File: config.mk
export PLATFORM = sky130hd
export DESIGN_NAME = id_ex_operand_stage
export DESIGN_NICKNAME = d
export VERILOG_FILES = /design/src/rtl/id_ex_operand_stage.sv
export SDC_FILE = /design/constraint.sdc
export NUM_CORES = 1
export LEC_CHECK = 0
export ABC_AREA = 1
export CORE_UTILIZATION = 39
export DETAILED_ROUTE_END_ITERATION = 7
export GPL_TIMING_DRIVEN = 0
export PLACE_DENSITY = 0.78
export SYNTH_ARGS = -nofsm -noshare
export SYNTH_HDL_FRONTEND = slang
export SYNTH_SLANG_ARGS = --single-unit
File: constraint.sdc
create_clock -name clock -period 3.44 [get_ports clock]
set_clock_uncertainty 0.1 [all_clocks]
set_input_delay 0.516 -clock clock [delete_from_list [all_inputs] [get_ports clock]]
set_output_delay 0.516 -clock clock [all_outputs]
set_load 0.02 [all_outputs]
File: src/rtl/id_ex_operand_stage.sv
// ID/EX operand-preparation stage: resolves EX/MEM and MEM/WB forwarding,
// selects the ALU operands, decodes the ALU control code, and holds one
// instruction for the ALU behind a valid/ready handshake with flush.
module id_ex_operand_stage #(
  parameter int XLEN    = 32,
  parameter int RADDR_W = 5
) (
  input  logic               clock,
  input  logic               reset,
  input  logic               in_valid,
  output logic               in_ready,
  input  logic [RADDR_W-1:0] rs1_addr,
  input  logic [RADDR_W-1:0] rs2_addr,
  input  logic [XLEN-1:0]    rs1_data,
  input  logic [XLEN-1:0]    rs2_data,
  input  logic [XLEN-1:0]    imm,
  input  logic               alu_src,
  input  logic [1:0]         alu_op,
  input  logic [2:0]         funct3,
  input  logic               funct7b5,
  input  logic [RADDR_W-1:0] rd_addr,
  input  logic               reg_write_in,
  input  logic               exm_wr,
  input  logic [RADDR_W-1:0] exm_rd,
  input  logic [XLEN-1:0]    exm_value,
  input  logic               mwb_wr,
  input  logic [RADDR_W-1:0] mwb_rd,
  input  logic [XLEN-1:0]    mwb_value,
  input  logic               flush,
  output logic               out_valid,
  input  logic               out_ready,
  output logic [3:0]         alu_control,
  output logic [XLEN-1:0]    operand_a,
  output logic [XLEN-1:0]    operand_b,
  output logic [XLEN-1:0]    store_data,
  output logic [RADDR_W-1:0] rd_out,
  output logic               reg_write_out
);

  logic [XLEN-1:0] fwd_rs1;
  logic [XLEN-1:0] fwd_rs2;
  logic [3:0]      alu_ctl_next;
  logic            take;

  // The slot can refill whenever it is empty or being drained this cycle.
  assign in_ready = !out_valid || out_ready;
  assign take     = in_valid && in_ready;

  // Forwarding muxes: the younger EX/MEM result wins over MEM/WB; x0 never forwards.
  always_comb begin
    fwd_rs1 = rs1_data;
    fwd_rs2 = rs2_data;
    if (rs1_addr != '0) begin
      if (exm_wr && (exm_rd == rs1_addr))      fwd_rs1 = exm_value;
      else if (mwb_wr && (mwb_rd == rs1_addr)) fwd_rs1 = mwb_value;
    end
    if (rs2_addr != '0) begin
      if (exm_wr && (exm_rd == rs2_addr))      fwd_rs2 = exm_value;
      else if (mwb_wr && (mwb_rd == rs2_addr)) fwd_rs2 = mwb_value;
    end
  end

  // ALU control decode; funct7b5 only means subtract for register-register ops.
  always_comb begin
    alu_ctl_next = 4'b0010;
    case (alu_op)
      2'b01: alu_ctl_next = 4'b0110;
      2'b10: begin
        case (funct3)
          3'b000:  if (funct7b5 && !alu_src) alu_ctl_next = 4'b0110;
          3'b111:  alu_ctl_next = 4'b0000;
          3'b110:  alu_ctl_next = 4'b0001;
          default: alu_ctl_next = 4'b0010;
        endcase
      end
      default: alu_ctl_next = 4'b0010;
    endcase
  end

  // Pipeline register: flush beats load, load beats drain, otherwise hold.
  always_ff @(posedge clock or posedge reset) begin
    if (reset) begin
      out_valid     <= 1'b0;
      reg_write_out <= 1'b0;
      alu_control   <= 4'b0010;
      operand_a     <= '0;
      operand_b     <= '0;
      store_data    <= '0;
      rd_out        <= '0;
    end else if (flush) begin
      out_valid     <= 1'b0;
      reg_write_out <= 1'b0;
    end else if (take) begin
      out_valid     <= 1'b1;
      reg_write_out <= reg_write_in;
      alu_control   <= alu_ctl_next;
      operand_a     <= fwd_rs1;
      operand_b     <= alu_src ? imm : fwd_rs2;
      store_data    <= fwd_rs2;
      rd_out        <= rd_addr;
    end else if (out_valid && out_ready) begin
      out_valid     <= 1'b0;
      reg_write_out <= 1'b0;
    end
  end

endmodule

==> results of run 1 <==
[how the worst max path moves through the flow]
stage | endpoint | slack [ps] | cells after the start
3_5_place_dp | operand_b[30]$_DFFE_PP0P_ | 380 | 7
4_1_cts | operand_b[30]$_DFFE_PP0P_ | 760 | 7
6_report | operand_a[0]$_DFFE_PP0P_ | 710 | 7
5_1_grt | operand_a[3]$_DFFE_PP0P_ | 600 | 8
3_3_place_gp | operand_b[3]$_DFFE_PP0P_ | -1620 | 2
2_1_floorplan | alu_control[0]$_DFFE_PP0P_ | 40 | 1
[cell usage in the layout, fill, tap and decap left out, types with 4 or more instances in the layout]
cell type / instances
sky130_fd_sc_hd__nand3_1: 70
sky130_fd_sc_hd__clkbuf_1: 34
sky130_fd_sc_hd__inv_1: 181
sky130_fd_sc_hd__inv_2: 5
sky130_fd_sc_hd__clkdlybuf4s50_1: 306
sky130_fd_sc_hd__clkbuf_16: 9
sky130_fd_sc_hd__nand4_1: 31
sky130_fd_sc_hd__buf_2: 18
sky130_fd_sc_hd__buf_1: 6
sky130_fd_sc_hd__buf_6: 7
sky130_fd_sc_hd__a21oi_1: 4
sky130_fd_sc_hd__dfrtp_1: 105
sky130_fd_sc_hd__nor2_1: 152
sky130_fd_sc_hd__nand2_1: 536
sky130_fd_sc_hd__o21ai_0: 12
sky130_fd_sc_hd__o21ai_1: 26
[critical path, stage by stage]
cell and delay (ps):
sky130_fd_sc_hd__clkdlybuf4s50_1 480, sky130_fd_sc_hd__inv_1 60, sky130_fd_sc_hd__nand3_1 450, sky130_fd_sc_hd__clkbuf_1 680
sky130_fd_sc_hd__clkbuf_1 540, sky130_fd_sc_hd__nand2_1 100, sky130_fd_sc_hd__nand2_1 90
[final cells by class]
type	count	area share, %
multi-input combinational	851	32.33
clock buffer	10	2.191
inverter	188	6.492
clock inverter	6	0.6882
buffer	66	2.993
tap	229	2.626
antenna	1	0.02294
sequential	106	24.33
timing repair buffer	307	28.33
[report_power, final]
part	switching [mW]	leakage, nW	total, mW	internal [mW]
registers	0.113	1.31	1.56	1.45
clock network	0.507	0.151	1.10	0.594
logic	0.822	4.53	1.56	0.738
total	1.44	5.99	4.22	2.78
[synthesized netlist by cell type]
cell	number
sky130_fd_sc_hd__nand2_1	536
sky130_fd_sc_hd__inv_1	182
sky130_fd_sc_hd__nor2_1	152
sky130_fd_sc_hd__dfrtp_1	105
sky130_fd_sc_hd__nand3_1	70
sky130_fd_sc_hd__clkbuf_1	34
sky130_fd_sc_hd__nand4_1	31
sky130_fd_sc_hd__o21ai_1	26
sky130_fd_sc_hd__buf_2	18
sky130_fd_sc_hd__o21ai_0	12
sky130_fd_sc_hd__buf_6	7
sky130_fd_sc_hd__buf_1	6
sky130_fd_sc_hd__inv_2	5
sky130_fd_sc_hd__a21oi_1	4
sky130_fd_sc_hd__nor3_1	3
sky130_fd_sc_hd__a32o_1	2
sky130_fd_sc_hd__ha_1	2
sky130_fd_sc_hd__nor3_4	2
sky130_fd_sc_hd__a21oi_2	1
sky130_fd_sc_hd__a22o_1	1
sky130_fd_sc_hd__a41o_1	1
sky130_fd_sc_hd__buf_4	1
sky130_fd_sc_hd__clkinv_1	1
sky130_fd_sc_hd__conb_1	1
sky130_fd_sc_hd__dfstp_2	1
sky130_fd_sc_hd__nand2_2	1
sky130_fd_sc_hd__nand3_2	1
sky130_fd_sc_hd__nor2_2	1
sky130_fd_sc_hd__nor3_2	1
sky130_fd_sc_hd__nor4_1	1
sky130_fd_sc_hd__nor4_4	1
sky130_fd_sc_hd__or2_2	1
[metal layers]
layer | up-vias | routed length (um) | track usage, %
met5 | - | 0 | 0
met4 | 0 | 832 | 10.63
met3 | 44 | 1898 | 4.788
met2 | 297 | 12700 | 46.83
met1 | 3708 | 11850 | 37.38
li1 | 4256 | - | -
[logic make-up after synthesis]
logic type               Yosys count
AO/OA/AOI/OAI                     47
buffers and inverters            254
flip-flops                       106
adder cells (fa/ha/maj)            2
other                              1
AND/OR/NAND/NOR                  801
[state kept, by name, summed over array words and instances (netlist names)]
register and flops:
store_data 32, reg_write_out 1, operand_b 32, out_valid 1, operand_a 32, rd_out 5, alu_control 3
[per-stage QoR]
step | std cells | setup WS, ps | cell area [um2] | TNS [ps] | hold slack (ps)
2_1_floorplan | 1211 | 36.76 | 7213 | 0 | 431.8
5_1_grt | 1764 | 595.1 | 10910 | 0 | 397.1
6_report | 1764 | 711.2 | 10910 | 0 | 379.3
3_5_place_dp | 1747 | 376.1 | 10590 | 0 | 364.7
3_3_place_gp | 1746 | -1616 | 10560 | -168350 | 360.4
4_1_cts | 1763 | 756.2 | 10910 | 0 | 383.9
==> impl_metrics.py, run 1 <==
metrics = {
    "clock_network": {
        "worst_setup_hold_path_clk_slew_ps": 70,
        "cts_buffers": 9,
        "post_cts_hold_buffer_count": 0,
        "clockRootBuffer": "sky130_fd_sc_hd__clkbuf_16",
        "longest_clk_path_bufs": 2,
        "ctsResizeCount": 0,
        "tritoncts": "built",
        "numClockSinks": 106,
        "post_cts.repair.setup_buffers": 0,
        "htree_levels": 3,
        "worstSkewPairLatency_ps": 360,
    },
    "drt": {
        "avgViaCountPerCell": 4.708,
        "drt_iter0_markers": 531,
        "remaining_drc_errors": 0,
        "drtAntennaViolNets": 0,
        "routed-via-count": 8305,
        "drt-pass1-iter-count": 5,
        "wirelength_um": 27280,
        "drt-wirelength-per-cell_um": 15.47,
    },
    "sta": {
        "finalMaxSlewViolations": 0,
        "final_setup_violations": 0,
        "rsz0062_at_grt": "no",
        "timing_worst_slew_pin_value_ps": 817.5,
        "slew_headroom_pct": 45.50,
        "count_of_final_hold_check_violations": 0,
        "period_share_pct": 79.33,
        "fin_crit_ps": 2729,
        "max_freq_ghz": 0.3665,
    },
    "grt": {
        "grt_first_pass_wirelength_um": 41060,
        "grt_remaining_overflow": 0,
        "grt_antenna_before_repair": 1,
        "grt_max_degree": 65,
        "track_usage_pct": 28.50,
        "grt_pass1_vias": 7797,
    },
    "die": {
        "die_y_um": 138.0,
        "die_width_um": 138.0,
        "rows": 49,
        "start_util_pct": 40.02,
        "core_region_area_mm2": 0.01802,
        "design.die.area_mm2": 0.01904,
        "ports": 308,
    },
    "logic_synthesis": {
        "synth-seq-area-share_pct": 36.79,
        "ys_top_cells_by_area": "sky130_fd_sc_hd__dfrtp_1 36%, sky130_fd_sc_hd__nand2_1 28%, sky130_fd_sc_hd__inv_1 9.5%, sky130_fd_sc_hd__nor2_1 7.9%, sky130_fd_sc_hd__nand3_1 4.9%",
        "synth_area_in_compound_gates_pct": 3.573,
        "combinational_family_with_the_most_area_after_synthesis": "simple AND/OR/NAND/NOR gates",
        "mapped_nets": 1413,
        "synth-simple-area-share_pct": 44.93,
        "synth-adder-area-share_pct": 0.3469,
        "synthesis.area_mm2": 0.007213,
        "synth_cell_type_count": 32,
        "synth_top_area_cell": "sky130_fd_sc_hd__dfrtp_1",
        "synthesis.yosys.warnings": 0,
        "post_synth_xor_area_fraction_pct": 0,
        "syn_area_per_cell_um2": 5.956,
        "synth_cells": 1211,
        "netlist.area_leader.share_pct": 36.43,
        "synthMuxAreaShare_pct": 0,
        "synth_seq_cells": 106,
    },
    "min_path": {
        "hold_path_class": "reg -> reg",
        "whs_endpoint": "rd_out[3]$_DFFE_PP0P_",
        "hp-start": "rd_out[3]$_DFFE_PP0P_",
        "timing.hold.worst_path_depth": 2,
    },
    "layout": {
        "finish.utilization_pct": 60.52,
        "fin_nets": 1731,
        "area_growth_pct": 51.24,
        "fill_cells": 1758,
        "multi_input_area_mm2": 0.003527,
        "layout.area.seq_mm2": 0.002654,
        "drive_above_1_share_pct": 3.846,
    },
    "outcome": {
        "status": "completed",
    },
    "setup_path": {
        "worst_ep_arrival_ps": 2920,
        "timing_worst_setup_path_type": "in -> reg",
        "critical_path.reg2reg.endpoint": "operand_a[0]$_DFFE_PP0P_",
        "cp_data_required_time_ps": 3640,
        "reg2reg_slack_ps": 940,
        "critical_path.reg2reg.startpoint": "out_valid$_DFFE_PP0P_",
        "critical_path.startpoint_type": "input port",
        "worst_r2r_path_depth": 6,
        "critPathLaunch": "flush",
        "critical_path_peak_fanout": 10,
        "critical_path.endpoint_type": "register",
    },
    "run": {
        "drv_cap": 0,
    },
    "placement": {
        "gp_congestion": 0.9156,
        "port_buffers": 306,
        "dp_hpwl_um": 21950,
    },
    "power": {
        "max-vdd-ir-drop_mv": 0.2558,
        "design_power_total_mw": 4.222,
        "p_per_area_mw_per_mm2": 387.0,
        "lkg_pwr_nw": 5.994,
    },
}
Power figures use the tool's default switching activity.
==> inputs of run 2 (changes only) <==
- clock period: 3.44 -> 2.3 ns (I/O delays scaled with it)
==> run 2 against run 1 <==
Hold slack worse by 21 ps; global-route usage up 0.096 points; critical path type unchanged; final area up 0.53%; critical endpoint is now operand_a[14]$_DFFE_PP0P_; clock power up 46%; highest routed layer is now met5.
==> impl_metrics.py, run 2 (same netlist as run 1, synthesis figures left out) <==
metrics = {
    "placement": {
        "port_buffers": 306,
        "gp_congestion": 0.9071,
        "dp_worst_setup_slack_ps": -686.1,
        "place_area_mm2": 0.01061,
        "dp_hpwl_um": 22160,
    },
    "layout": {
        "drive_above_1_share_pct": 4.818,
        "reg.largest.list": "operand_a (32), operand_b (32), store_data (32)",
        "multi_input_area_mm2": 0.003548,
        "fin_nets": 1733,
        "most_common_cell_after_layout_fill_and_taps_aside": "sky130_fd_sc_hd__nand2_1",
        "final_cell_mix": "535 x sky130_fd_sc_hd__nand2_1, 304 x sky130_fd_sc_hd__clkdlybuf4s50_1, 181 x sky130_fd_sc_hd__inv_1",
        "layout.area.seq_mm2": 0.002654,
        "fill_cells": 1755,
        "area_growth_pct": 52.04,
        "final_design_area_no_fill_mm2": 0.01097,
    },
    "clock_network": {
        "numClockSinks": 106,
        "worst_setup_hold_path_clk_slew_ps": 80,
        "htree_levels": 3,
        "longest_clk_path_bufs": 2,
        "tritoncts": "built",
        "worstSkewPairLatency_ps": 360,
        "cts_buffers": 9,
        "clockRootBuffer": "sky130_fd_sc_hd__clkbuf_16",
    },
    "power": {
        "share_comb_of_total_power_pct": 37.3,
        "lkg_pwr_nw": 6.052,
        "power_frac_seq_pct": 37.2,
        "power.internal_mw": 4.138,
        "p_sw_share_pct": 34.34,
        "clkPwrFrac_pct": 25.5,
        "p_per_area_mw_per_mm2": 574.6,
        "max-vdd-ir-drop_mv": 0.4296,
        "netSwitchingPower_mw": 2.164,
    },
    "sta": {
        "setup_ws_ps": 118.3,
        "finalMaxSlewViolations": 0,
        "timing_worst_slew_pin_value_ps": 769.1,
        "final_setup_violations": 0,
        "period_share_pct": 94.86,
        "fin_crit_ps": 2182,
        "slew_headroom_pct": 48.62,
        "max_freq_ghz": 0.4583,
        "count_of_final_hold_check_violations": 0,
    },
    "drt": {
        "wirelength_um": 27500,
        "drt_iter0_markers": 459,
        "routed-via-count": 8368,
        "drt-pass1-iter-count": 5,
        "remaining_drc_errors": 0,
        "drt-wirelength-per-cell_um": 15.57,
        "avgViaCountPerCell": 4.738,
        "drtAntennaViolNets": 0,
    },
    "setup_path": {
        "critical_path.reg2reg.startpoint": "out_valid$_DFFE_PP0P_",
        "critical_path.endpoint_type": "register",
        "worst_ep_arrival_ps": 2330,
        "critical_path.startpoint_type": "input port",
        "timing_worst_setup_path_type": "in -> reg",
        "critPathLaunch": "exm_rd[1]",
        "cp_data_required_time_ps": 2440,
        "critical_path_peak_fanout": 10,
    },
    "die": {
        "design.die.area_mm2": 0.01904,
        "die_y_um": 138.0,
        "rows": 49,
        "core_region_area_mm2": 0.01802,
        "start_util_pct": 40.02,
        "die_width_um": 138.0,
        "ports": 308,
    },
    "run": {
        "drv_cap": 0,
    },
    "outcome": {
        "status": "completed",
    },
    "grt": {
        "grt_remaining_overflow": 0,
        "grt_first_pass_wirelength_um": 40790,
        "grt_pass1_vias": 7721,
        "grt_antenna_before_repair": 2,
        "grt_max_degree": 40,
        "track_usage_pct": 28.59,
    },
    "min_path": {
        "hold_path_class": "in -> async",
    },
}
run 2: final cells by class:
type | instances | area share [%]
clock buffer | 10 | 2.088
sequential | 106 | 24.20
inverter | 188 | 6.469
buffer | 65 | 3.115
tap | 229 | 2.613
multi-input combinational | 851 | 32.36
clock inverter | 6 | 0.6617
timing repair buffer | 310 | 28.48
antenna | 1 | 0.02282
run 2: through the flow:
step	TNS [ps]	power (mW)	utilization, %	std cells	hold slack (ps)
2_1_floorplan	0	3.439	-	1211	354.6
3_3_place_gp	-101720	4.663	58.62	1746	361.1
3_5_place_dp	-54190	4.707	58.84	1748	365.7
4_1_cts	0	6.317	60.57	1764	371.4
5_1_grt	-47.97	6.637	60.84	1766	401.9
6_report	0	6.301	60.84	1766	358.0
run 2: what timing repair did:
action,in CTS,in global routing
hold buffers,0,0
pin swaps,0,3
endpoints found under the setup margin,90,62
setup buffers,0,2
gates resized for setup,4,24
run 2: worst max-delay path, cell delays in order:
cell and delay (ps):
sky130_fd_sc_hd__clkdlybuf4s50_1 530, sky130_fd_sc_hd__inv_1 100, sky130_fd_sc_hd__nand2_1 60, sky130_fd_sc_hd__nand2_1 80, sky130_fd_sc_hd__nor3_4 170, sky130_fd_sc_hd__buf_4 170, sky130_fd_sc_hd__nand3_4 140, sky130_fd_sc_hd__nand2_1 120
sky130_fd_sc_hd__nand2_2 120, sky130_fd_sc_hd__inv_2 120, sky130_fd_sc_hd__buf_6 140, sky130_fd_sc_hd__nand2_1 70, sky130_fd_sc_hd__nand3_1 90, sky130_fd_sc_hd__nand2_1 60
run 2: final timing paths:
| check | end | depth (start not counted) | slack [ps] |
|---|---|---|---|
| max in group asynchronous | operand_b[10]$_DFFE_PP0P_ | 3 | 1070 |
| worst max-delay path | operand_a[14]$_DFFE_PP0P_ | 14 | 120 |
| worst min register to register | operand_a[9]$_DFFE_PP0P_ | 2 | 380 |
| worst max register to register | store_data[13]$_DFFE_PP0P_ | 6 | 170 |
| min in group clock | operand_a[9]$_DFFE_PP0P_ | 2 | 380 |
| worst min-delay path | alu_control[2]$_DFFE_PP0P_ | 2 | 360 |
run 2: power groups by stage:
| stage | registers [mW] | logic, mW | clock network [mW] |
|---|---|---|---|
| 2_1_floorplan | 2.74 | 0.703 | 0 |
| 3_3_place_gp | 2.36 | 2.30 | 0 |
| 3_5_place_dp | 2.37 | 2.34 | 0 |
| 4_1_cts | 2.34 | 2.35 | 1.63 |
| 5_1_grt | 2.37 | 2.55 | 1.71 |
| 6_report | 2.34 | 2.35 | 1.61 |
run 2: per-layer routing:
metal / vias up / routed length, um / share of wire [%] / global-route usage [%]
met3: 42 / 1833 / 6.7 / 4.569
met4: 2 / 733 / 2.7 / 10.63
met2: 323 / 13110 / 48 / 47.53
li1: 4254 / - / - / -
met5: - / 11 / 0.040 / 0
met1: 3747 / 11810 / 43 / 37.25
==> inputs of run 3 (changes only) <==
- CORE_UTILIZATION: 39 -> 44
- PLACE_DENSITY: 0.78 -> 0.83
- clock period: 2.3 -> 2.8 ns (I/O delays scaled with it)
==> run 3 against run 2 <==
Die area fell by 11%; hold slack better by 21 ps; total power fell by 19%; wire length is 1.1% lower; register-to-register slack better by 200 ps; largest power group unchanged.
==> impl_metrics.py, run 3 (same netlist as run 1, synthesis figures left out) <==
metrics = {
    "layout": {
        "fill_cells": 1442,
        "layout.area.seq_mm2": 0.002654,
        "final_cell_count_without_fillers": 1754,
        "multi_input_area_mm2": 0.003527,
        "area_growth_pct": 50.94,
        "most_common_cell_after_layout_fill_and_taps_aside": "sky130_fd_sc_hd__nand2_1",
        "reg.largest.list": "operand_a (32), operand_b (32), store_data (32)",
        "final_cell_mix": "536 x sky130_fd_sc_hd__nand2_1, 306 x sky130_fd_sc_hd__clkdlybuf4s50_1, 181 x sky130_fd_sc_hd__inv_1",
        "fin_nets": 1732,
        "drive_above_1_share_pct": 3.909,
    },
    "power": {
        "clkPwrFrac_pct": 24.7,
        "max-vdd-ir-drop_mv": 0.2994,
        "power_frac_seq_pct": 37.6,
        "p_per_area_mw_per_mm2": 469.0,
        "lkg_pwr_nw": 5.988,
        "power.internal_mw": 3.310,
        "netSwitchingPower_mw": 1.796,
        "p_sw_share_pct": 35.18,
        "share_comb_of_total_power_pct": 37.7,
        "design_power_total_mw": 5.106,
    },
    "setup_path": {
        "worst_r2r_path_depth": 6,
        "critical_path.startpoint_type": "input port",
        "timing_worst_setup_path_type": "in -> reg",
        "critical_path.endpoint_type": "register",
        "reg2reg_slack_ps": 370,
        "critPathMaxStageDelay_ps": 600,
        "critical_path.reg2reg.endpoint": "operand_a[3]$_DFFE_PP0P_",
        "critical_path.reg2reg.startpoint": "out_valid$_DFFE_PP0P_",
        "cp_slowest_cell": "sky130_fd_sc_hd__clkbuf_1",
        "critical_path.cell_chain": "clkdlybuf4s50_1, inv_1, nand3_1, clkbuf_1, clkbuf_1, nand2_1, nand2_1",
        "cp_data_required_time_ps": 3000,
        "critical_path_peak_fanout": 10,
        "worst_ep_arrival_ps": 2730,
    },
    "drt": {
        "routed-via-count": 8479,
        "drt_iter0_markers": 627,
        "avgViaCountPerCell": 4.834,
        "wirelength_um": 27200,
        "drt-wirelength-per-cell_um": 15.51,
        "remaining_drc_errors": 0,
        "drtAntennaViolNets": 0,
        "drt-pass1-iter-count": 5,
    },
    "outcome": {
        "status": "completed",
    },
    "sta": {
        "setup_ws_ps": 263.7,
        "period_share_pct": 90.58,
        "finalMaxSlewViolations": 0,
        "hold_slack_ps": 378.8,
        "rsz0062_at_grt": "no",
        "timing_worst_slew_pin_value_ps": 856.6,
        "max_freq_ghz": 0.3943,
        "final_setup_violations": 0,
        "setup_tns_ps": 0,
        "fin_crit_ps": 2536,
        "count_of_final_hold_check_violations": 0,
        "slew_headroom_pct": 42.78,
    },
    "die": {
        "design.die.area_mm2": 0.01691,
        "ports": 308,
        "rows": 46,
        "start_util_pct": 45.24,
        "die_width_um": 130.0,
        "core_region_area_mm2": 0.01594,
        "die_y_um": 130.0,
    },
    "min_path": {
        "hold_path_class": "reg -> reg",
        "whs_endpoint": "rd_out[1]$_DFFE_PP0P_",
        "hp-start": "rd_out[1]$_DFFE_PP0P_",
        "timing.hold.worst_path_depth": 2,
    },
    "clock_network": {
        "longest_clk_path_bufs": 2,
        "worst_setup_hold_path_clk_slew_ps": 70,
        "post_cts_hold_buffer_count": 0,
        "clockRootBuffer": "sky130_fd_sc_hd__clkbuf_16",
        "post_cts.repair.setup_buffers": 0,
        "numClockSinks": 106,
        "tritoncts": "built",
        "worstSkewPairLatency_ps": 370,
        "ctsResizeCount": 0,
        "cts_buffers": 9,
        "htree_levels": 3,
    },
    "placement": {
        "gp_congestion": 0.8989,
        "dp_worst_setup_slack_ps": -72.67,
        "place.detailed.instances": 1735,
        "dp_hpwl_um": 21880,
        "port_buffers": 306,
    },
    "grt": {
        "grt_pass1_vias": 7878,
        "track_usage_pct": 32.07,
        "grt_remaining_overflow": 0,
        "grt_first_pass_wirelength_um": 41010,
        "grt_max_degree": 42,
        "grt_antenna_before_repair": 3,
    },
    "run": {
        "drv_cap": 0,
    },
}
## run 3: metal layers
layer | vias up | routed length (um) | share of wire, % | track usage [%]
met3 | 47 | 2188 | 8.0 | 6.642
met1 | 3800 | 11070 | 41 | 39.25
li1 | 4252 | - | - | -
met5 | - | 0 | 0 | 0
met4 | 0 | 801 | 2.9 | 12.79
met2 | 380 | 13140 | 48 | 55.04
## run 3: critical path, delay by kind of cell
kind | cells | cell delay [ps]
buffers and inverters | 4 | 1650
and+or+nand+nor | 3 | 650
## run 3: cell type report
cell class                      instances  area share [%]
Multi-Input combinational cell        851           32.39
Antenna cell                            3         0.06895
Clock buffer                            9           2.068
Inverter                              188           6.516
Clock inverter                          7          0.5976
Sequential cell                       106           24.37
Timing Repair Buffer                  308           28.50
Tap cell                              216           2.482
Buffer                                 66           2.999
## run 3: power groups by stage
stage,sequential (mW),combinational (mW),clock (mW)
final,1.92,1.93,1.26
after global routing,1.94,2.08,1.32
after CTS,1.92,1.93,1.26
after detailed placement,1.94,1.92,0
after global placement,1.94,1.88,0
after floorplan,2.25,0.577,0
## run 3: how the worst max path moves through the flow
stage	start	endpoint	cells past startpoint
2_1_floorplan	out_valid$_DFFE_PP0P_	operand_a[0]$_DFFE_PP0P_	7
3_3_place_gp	reset	store_data[3]$_DFFE_PP0P_	2
3_5_place_dp	out_ready	operand_a[3]$_DFFE_PP0P_	8
4_1_cts	out_ready	operand_a[3]$_DFFE_PP0P_	8
5_1_grt	out_ready	operand_a[2]$_DFFE_PP0P_	8
6_report	flush	operand_a[3]$_DFFE_PP0P_	7
## run 3: metrics by stage
stage / util [%] / cell area, um2
floorplan: - / 7217
global placement: 66.17 / 10550
finish: 68.29 / 10890
detailed placement: 66.43 / 10590
CTS: 68.25 / 10880
global route: 68.29 / 10890
